### src/rtl/cpu_dma_seq.sv
// ---------------------------------------------------------------------------
// cpu_dma_seq
// 68030-style DMA bus-master sequencer. It moves longwords between a FIFO and
// memory one bus cycle (or two, for a 16-bit port) at a time. It gives the bus
// back after BURST_LEN longwords, or earlier when the FIFO cannot continue.
//
// Parameters
//   BURST_LEN  longwords per bus tenure before the bus is released (1..255)
//   CNT_W      transfer counter width in longwords
//   TMO        clocks allowed in WAIT before a timeout (1..255)
//
// Ports
//   CLK, RST_                         clock, asynchronous active-low reset
//   DMAENA, DMADIR                    enable; 1 = FIFO->memory, 0 = memory->FIFO
//   LOAD_CNT, XFER_CNT                load the transfer length (IDLE/ERROR only)
//   FIFOEMPTY, FIFOFULL, FLUSHFIFO    FIFO status and flush request
//   BGRANT_, DSACK0_, DSACK1_, BERR_  bus grant, port-size acks, bus error
//   BR_, BGACK_, AS_, DS_             bus request, grant ack, strobes
//   RW, SIZ, A1                       cycle direction, size, word select
//   FIFO_RD, FIFO_WR, A_INC           one-clock pop/push/address-advance pulses
//   CNT, BUSY, DONE, ERR              remaining count and status
// ---------------------------------------------------------------------------
module cpu_dma_seq #(
    parameter int BURST_LEN = 4,
    parameter int CNT_W     = 24,
    parameter int TMO       = 255
) (
    input  logic             CLK,
    input  logic             RST_,
    input  logic             DMAENA,
    input  logic             DMADIR,
    input  logic             LOAD_CNT,
    input  logic [CNT_W-1:0] XFER_CNT,
    input  logic             FIFOEMPTY,
    input  logic             FIFOFULL,
    input  logic             FLUSHFIFO,
    input  logic             BGRANT_,
    input  logic             DSACK0_,
    input  logic             DSACK1_,
    input  logic             BERR_,
    output logic             BR_,
    output logic             BGACK_,
    output logic             AS_,
    output logic             DS_,
    output logic             RW,
    output logic [1:0]       SIZ,
    output logic             A1,
    output logic             FIFO_RD,
    output logic             FIFO_WR,
    output logic             A_INC,
    output logic [CNT_W-1:0] CNT,
    output logic             BUSY,
    output logic             DONE,
    output logic             ERR
);

    typedef enum logic [3:0] {
        ST_IDLE,
        ST_REQ,
        ST_GRANT,
        ST_ADDR,
        ST_WAIT,
        ST_TERM,
        ST_NEXT,
        ST_RELEASE,
        ST_ERROR
    } state_t;

    localparam logic [7:0] BURST_MAX = 8'(BURST_LEN);
    localparam logic [7:0] TMO_MAX   = 8'(TMO);

    state_t           state_q;
    state_t           state_d;
    logic [CNT_W-1:0] cnt_q;
    logic [7:0]       burst_q;
    logic [7:0]       timer_q;
    logic             a1_q;
    logic             half_q;      // first half of a 16-bit longword acknowledged
    logic             done_q;
    logic             err_q;
    logic             fifo_rd_q;
    logic             fifo_wr_q;
    logic             a_inc_q;

    logic             ready;
    logic             load_ok;
    logic             lw_done;     // longword finished on this WAIT->TERM edge
    logic             first_half;  // 16-bit port acked the low word
    logic             set_done;
    logic             to_error;

    assign ready    = DMAENA && (cnt_q != '0) && (DMADIR ? !FIFOEMPTY : !FIFOFULL);
    assign load_ok  = LOAD_CNT && ((state_q == ST_IDLE) || (state_q == ST_ERROR));
    assign to_error = (state_d == ST_ERROR) && (state_q != ST_ERROR);

    // Next-state decode
    always_comb begin
        state_d    = state_q;
        lw_done    = 1'b0;
        first_half = 1'b0;
        set_done   = 1'b0;
        case (state_q)
            ST_IDLE: begin
                if (ready && !done_q) state_d = ST_REQ;
            end
            ST_REQ: begin
                // Nothing has started yet, so a dropped enable simply withdraws the request.
                if (!DMAENA)       state_d = ST_IDLE;
                else if (!BGRANT_) state_d = ST_GRANT;
            end
            ST_GRANT: state_d = ST_ADDR;
            ST_ADDR:  state_d = ST_WAIT;
            ST_WAIT: begin
                // Bus error wins over any acknowledge presented in the same clock.
                if (!BERR_) begin
                    state_d = ST_ERROR;
                end else if (!DSACK1_) begin
                    state_d = ST_TERM;
                    if (DSACK0_ && !a1_q) first_half = 1'b1;
                    else                  lw_done    = 1'b1;
                end else if (!DSACK0_) begin
                    state_d = ST_ERROR;   // 8-bit port is not supported
                end else if (timer_q == TMO_MAX) begin
                    state_d = ST_ERROR;
                end
            end
            ST_TERM: begin
                if (DSACK0_ && DSACK1_) state_d = half_q ? ST_ADDR : ST_NEXT;
            end
            ST_NEXT: begin
                if (cnt_q == '0) begin
                    state_d  = ST_RELEASE;
                    set_done = 1'b1;
                end else if (DMADIR && FIFOEMPTY && FLUSHFIFO) begin
                    state_d  = ST_RELEASE;
                    set_done = 1'b1;
                end else if ((burst_q == BURST_MAX) || !ready) begin
                    state_d = ST_RELEASE;
                end else begin
                    state_d = ST_ADDR;
                end
            end
            ST_RELEASE: state_d = ST_IDLE;
            ST_ERROR: begin
                if (!DMAENA) state_d = ST_IDLE;
            end
            default: state_d = ST_IDLE;
        endcase
    end

    // Bus outputs decoded from the current state
    always_comb begin
        BR_    = 1'b1;
        BGACK_ = 1'b1;
        AS_    = 1'b1;
        DS_    = 1'b1;
        RW     = 1'b1;
        BUSY   = 1'b1;
        case (state_q)
            ST_IDLE:  BUSY = 1'b0;
            ST_REQ:   BR_  = 1'b0;
            ST_GRANT: BGACK_ = 1'b0;
            ST_ADDR: begin
                BGACK_ = 1'b0;
                AS_    = 1'b0;
                RW     = ~DMADIR;
            end
            ST_WAIT: begin
                BGACK_ = 1'b0;
                AS_    = 1'b0;
                DS_    = 1'b0;
                RW     = ~DMADIR;
            end
            ST_TERM: begin
                BGACK_ = 1'b0;
                RW     = ~DMADIR;
            end
            ST_NEXT:    BGACK_ = 1'b0;
            ST_RELEASE: BUSY = 1'b1;
            ST_ERROR:   BUSY = 1'b0;
            default:    BUSY = 1'b0;
        endcase
    end

    assign SIZ     = a1_q ? 2'b10 : 2'b00;
    assign A1      = a1_q;
    assign FIFO_RD = fifo_rd_q;
    assign FIFO_WR = fifo_wr_q;
    assign A_INC   = a_inc_q;
    assign CNT     = cnt_q;
    assign DONE    = done_q;
    assign ERR     = err_q;

    always_ff @(posedge CLK or negedge RST_) begin
        if (!RST_) begin
            state_q   <= ST_IDLE;
            cnt_q     <= '0;
            burst_q   <= '0;
            timer_q   <= '0;
            a1_q      <= 1'b0;
            half_q    <= 1'b0;
            done_q    <= 1'b0;
            err_q     <= 1'b0;
            fifo_rd_q <= 1'b0;
            fifo_wr_q <= 1'b0;
            a_inc_q   <= 1'b0;
        end else begin
            state_q <= state_d;

            // Strobes fire during the first TERM clock only, so a TERM held
            // by slow ack negation still yields exactly one pulse.
            fifo_rd_q <= lw_done &  DMADIR;
            fifo_wr_q <= lw_done & ~DMADIR;
            a_inc_q   <= lw_done;

            if (load_ok)                       cnt_q <= XFER_CNT;
            else if (lw_done && cnt_q != '0)   cnt_q <= cnt_q - CNT_W'(1);

            if ((state_q == ST_RELEASE) || to_error) burst_q <= '0;
            else if (lw_done)                        burst_q <= burst_q + 8'd1;

            if (state_q == ST_ADDR)                             timer_q <= '0;
            else if (state_q == ST_WAIT && timer_q != TMO_MAX)  timer_q <= timer_q + 8'd1;

            if (to_error) begin
                a1_q   <= 1'b0;
                half_q <= 1'b0;
            end else if (first_half) begin
                half_q <= 1'b1;
            end else if (state_q == ST_TERM && state_d == ST_ADDR) begin
                a1_q   <= 1'b1;
                half_q <= 1'b0;
            end else if (state_q == ST_TERM && state_d == ST_NEXT) begin
                a1_q   <= 1'b0;
            end

            if (set_done)                 done_q <= 1'b1;
            else if (!DMAENA || load_ok)  done_q <= 1'b0;

            if (to_error)     err_q <= 1'b1;
            else if (load_ok) err_q <= 1'b0;
        end
    end

endmodule

### config.mk
export PLATFORM = sky130hd
export DESIGN_NAME = cpu_dma_seq
export DESIGN_NICKNAME = d
export VERILOG_FILES = /design/src/rtl/cpu_dma_seq.sv
export SDC_FILE = /design/constraint.sdc
export NUM_CORES = 1
export LEC_CHECK = 0
export CORE_MARGIN = 1.5
export CORE_UTILIZATION = 30
export DETAILED_ROUTE_END_ITERATION = 16
export HOLD_SLACK_MARGIN = 0.15
export SYNTH_ARGS = -nofsm -noshare
export SYNTH_HDL_FRONTEND = slang
export SYNTH_SLANG_ARGS = --single-unit
export TNS_END_PERCENT = 50
### constraint.sdc
create_clock -name CLK -period 3.2 [get_ports CLK]
set_input_delay 0.32 -clock CLK [delete_from_list [all_inputs] [get_ports CLK]]
set_output_delay 0.32 -clock CLK [all_outputs]
set_load 0.03 [all_outputs]
Word-level counts from Yosys, hierarchy flattened
Index checks and enable logic that the tools add are counted.

Bitwise operators: 3. Reduce and logical (&&, ||, !) cells: 38. Mux-type cells: 50. Eq/ne operators: 16. Add/subtract/negate cells: 3.

Operators with widths (number): $mux 24 (2); $mux 4 (9); $mux 8 (4); $pmux 4 s8 (1); $mux 1 (29); $logic_not 24->1 (1); $reduce_bool 24->1 (1); $sub 24x1->24 const B (1); $eq 4x3->1 const B (5); $add 8x1->8 const B (2); $logic_and 1x1->1 (13); $eq 4x2->1 const B (3); $mux 3 (4); $reduce_bool 2->1 (5); $eq 4x4->1 const B (2); $eq 8x3->1 const B (1); $eq 8x8->1 const B (1); $ne 8x8->1 const B (1); $reduce_or 7->1 (1); $logic_not 1->1 (6); $reduce_bool 3->1 (2); $reduce_or 5->1 (1); $eq 4x1->1 const B (1); $logic_not 4->1 (1); 9 further kinds (13).

Input bits: 36. Flip-flop bits (word level): 51.

Logic depth before layout (Yosys ltp)
Depth in word-level cells: 15. Mapped depth: 8. Depth with buffers taken out: 7.

Worst setup path before layout
No wires, ideal clock.

Path kind: register -> register. From: reg cnt_q[2] (netlist: CNT[2]). To: reg cnt_q[17] (netlist: CNT[17]). Arrival: 2383 ps. Buffers on the path: 1. Library setup time: 70 ps. Slack: 747 ps. Stages on the path, launching flop included: 7. Cell sequence: dfrtp_1 or4_1 buf_2 or3_1 or4_1 or4_1 nand3_1.

Longest elaborated chain between the ends: 3.

Ends and longest elaborated chain: start, declared (RTL line 74) `logic [CNT_W-1:0] cnt_q;`; start signal, assigned (RTL line 217) `else if (lw_done && cnt_q != '0) cnt_q <= cnt_q - CNT_W'(1);`; $sub 24x1->24 / $reduce_bool 24->1 (equally long branches) (RTL line 217); $mux 24 / $logic_and 1x1->1 (equally long branches) (RTL line 217); $mux 24 / $reduce_bool 2->1 (equally long branches).

Parallel ways exist; a longest one is shown, timed or not. The select of a mux whose other input is x is not followed. A chain may end at the register's enable or synchronous reset.

Worst setup path in the final report
From: reg state_q[3]. To: reg cnt_q[21] (netlist: CNT[21]).

Longest elaborated chain between the ends: 4.

Ends and longest elaborated chain: start, declared (RTL line 72) `state_t state_q;`; start signal, assigned (RTL line 208) `state_q <= state_d;`; $eq 4x3->1 (tied with other cells) (RTL line 102) `case (state_q)`; $mux 1 / $logic_or 1x1->1 (equally long branches) (RTL line 102, 93); $logic_and 1x1->1 (on tied branches) (RTL line 217, 93); $reduce_bool 2->1 (no source line) / $mux 24 (equally long branches).

Parallel ways exist; a longest one is shown, timed or not.

==> summary.txt <==
STA
  – Final Hold Viols: 0
  – Final Hold Slack: 0.124 ns
  – Final setup skew: 0.00891 ns
  – RSZ-0062 raised after global routing: false
  – # setup viols final: 0
  – Fin crit period: 2.61 ns
  – Rel. slew slack: 42.0%
  – Fin. max-slew vios: 0
  – Least-Margin Pin Slew: 0.870 ns
  – Period utilisation layout: 81.7%
  – Setup total negative slack: 0 ns
  – Max frequency: 383 MHz

Power
  – Clk network pwr share: 13.7%
  – Worst IR drop on VDD: 0.000437 V
  – Cell internal pwr: 1.76 mW
  – Combinational share of power: 50.1%
  – Seq pwr share: 36.1%
  – Lkg Pwr: 1.53 nW
  – Sw frac: 46.0%
  – P_sw: 1.50 mW
  – Pwr dens: 826 nW/um2

Flow run
  – # Max-Cap Violations: 0

Die
  – Starting density of the core: 30.7%
  – Die span in y: 103 um
  – Die Wd: 103 um
  – Core area: 9680 um2
  – Die area: 10500 um2
  – Number of cell rows: 36
  – # IOs: 74

Route
  – Drt pass-1 iters: 4
  – Residual DRC: 0
  – ANT nets after route: 0
  – Total Wirelength: 8460 um
  – Vias after detailed routing: 2916
  – Wire per inst: 15.5 um
  – Vias/cell: 5.34
  – Initial DRC count: 110

Logic synthesis
  – Post-synth EDFFs: 0
  – Yosys Warn Count: 0
  – Avg Synthesized Cell Area: 8.68 um2
  – Mapped Cells: 343
  – Synthesis-stage register bit count: 51
  – Sequential-to-total area share from yosys stat: 42.9%
  – Synthesized cell area: 2980 um2
  – Post-synth cell types: 49
  – Post-Synthesis Net Count: 384
  – Post-synth ARST share: 100%
  – Main synth FF type: dfrtp_1

Critical path
  – Crit path max fanout: 11
  – CP cell instances: nor4b_2, nand3_1, or4_1, or3b_1, a31oi_1
  – WP data required: 3.43 ns
  – Worst Path Arrival: 2.84 ns
  – Slowest-stage cell, CP: or4_1
  – Slowest stage delay, CP: 0.63 ns
  – Critical Path End Type: register
  – Crit start category: register
  – Critical path class: register to register

GRT
  – Vias in the first global route: 2811
  – First-pass GRT wire length: 13900 um
  – GRT Residual Overflow: 0
  – GRT Total Usage: 16.9%
  – Initial antenna violation count: 0
  – Largest net degree at the start of global routing: 39

Clock network
  – Root Driver: clkbuf_8
  – Clk buf depth: 2
  – Clk slew on worst S/H paths: 0.10 ns
  – Setup bufs post-CTS: 0
  – Clock latency on the worst-skew pair: 0.31 ns
  – Hold_buf cts: 0
  – CTS tree: done
  – CTS Buf Count: 5
  – H-tree levels: 2
  – Post-CTS sizing: 0
  – Clock sinks: 51

Placement
  – DP HPWL: 6090 um
  – Gpl congestion: 0.861
  – I/O Buffers: 72

Finish
  – Commonest non-fill, non-tap cell in the layout: clkdlybuf4s50_1
  – Layout cell share with drive strength beyond 1: 4.84%
  – Final-layout fill cell count: 984
  – Area Overhead vs Synth: 32.7%
  – Layout Nets: 454
  – Number of antenna cells inserted: 0
  – Commonest non-fill, non-tap cells in the layout: clkdlybuf4s50_1 (71), dfrtp_1 (51), nor2_1 (35)

Outcome
  – Status: finished, final reports clean

Min path
  – Type of the worst min-delay path: primary input to async pin
routing by layer:
| layer | part of all wire, % | global-route usage (%) | routed length, um |
|---|---|---|---|
| met5 | 0 | 0 | 0 |
| met4 | 0.32 | 2.53 | 27 |
| met3 | 4.3 | 2.37 | 360 |
| met2 | 48 | 28.5 | 4090 |
| met1 | 47 | 23.5 | 3980 |
cell type report:
type                       count  area (um2)  share of cell area [%]
sequential                    51        1280                    32.3
clock inverter                 2        37.5                   0.951
timing repair buffer          80         776                    19.6
tap                          133         166                    4.21
multi-input combinational    263        1580                    40.0
inverter                      12        45.0                    1.14
clock buffer                   5        68.8                    1.74
power by group through the flow:
stage                     sequential (mW)  combinational (mW)  clock, mW
after floorplan                      1.36               0.752          0
after global placement               1.17                1.62          0
after detailed placement             1.18                1.64          0
after CTS                            1.17                1.65      0.462
after global routing                 1.22                1.78      0.484
final                                1.18                1.63      0.447
cells in the mapped netlist (3+ instances only):
master    instances  area [um2]
o311ai_0          7        61.3
and4_1            4        35.0
nor2_1           35         131
and2_1            4        25.0
inv_1            12        45.0
nand2b_1          5        31.3
o21ai_0          20         100
xnor2_1           6        52.6
a31oi_1          11        68.8
buf_2             4        20.0
clkbuf_1         10        37.5
or4_1            14         105
ha_1              5        62.6
mux2i_1           3        30.0
nand2_1          34         128
xor2_1            5        43.8
nand4_1          14        87.6
nor4_1            5        31.3
o211ai_1          3        22.5
nor3_1            8        40.0
nand3_1          23         115
dfrtp_1          51        1280
a21oi_1           6        30.0
or3_1            22         138
sequential cells by signal, summed over array words and instances (netlist names):
signal	flops
ERR	1
timer_q	8
FIFO_RD	1
DONE	1
A1	1
state_q	4
CNT	24
half_q	1
A_INC	1
burst_q	8
FIFO_WR	1
cells by family after synthesis:
logic type      after synthesis  synth area share (%)
simple gates                177                  31.5
fa+ha+maj                     5                  2.10
xor+xnor                     11                  3.24
mux                           3                  1.01
buf+inv                      29                  4.08
other cells                   1                 0.126
compound gates               66                  15.0
flops                        51                  42.9
metrics by stage:
stage	total power [mW]	worst slack [ns]	cell area [um2]	std cells	util, %
final	3.26	0.586	3950	546	40.8
after global routing	3.49	0.360	3950	546	40.8
after CTS	3.28	0.582	3950	546	40.8
after detailed placement	2.82	0.535	3840	539	39.7
after global placement	2.79	0.579	3840	539	39.7
after floorplan	2.11	0.747	2980	343	-
worst paths after layout:
path / startpoint / end / slack (ns) / cells past startpoint
worst max-delay path: state_q[3]$_DFF_PN0_ / CNT[21]$_DFFE_PN0P_ / 0.59 / 5
worst min-delay path: RST_ / CNT[0]$_DFFE_PN0P_ / 0.12 / 1
worst max register to register: state_q[3]$_DFF_PN0_ / CNT[21]$_DFFE_PN0P_ / 0.59 / 5
worst min register to register: ERR$_DFFE_PN0P_ / ERR$_DFFE_PN0P_ / 0.49 / 1
max in group asynchronous: RST_ / DONE$_DFFE_PN0P_ / 2.35 / 2
min in group CLK: ERR$_DFFE_PN0P_ / ERR$_DFFE_PN0P_ / 0.49 / 1
critical path: cells and delay by family (launching register included):
kind,cells,cell delay (ns)
compound gates,1,0.16
flops,1,0.52
simple gates,4,1.85
Note: power is estimated with default switching activity, not from simulation.
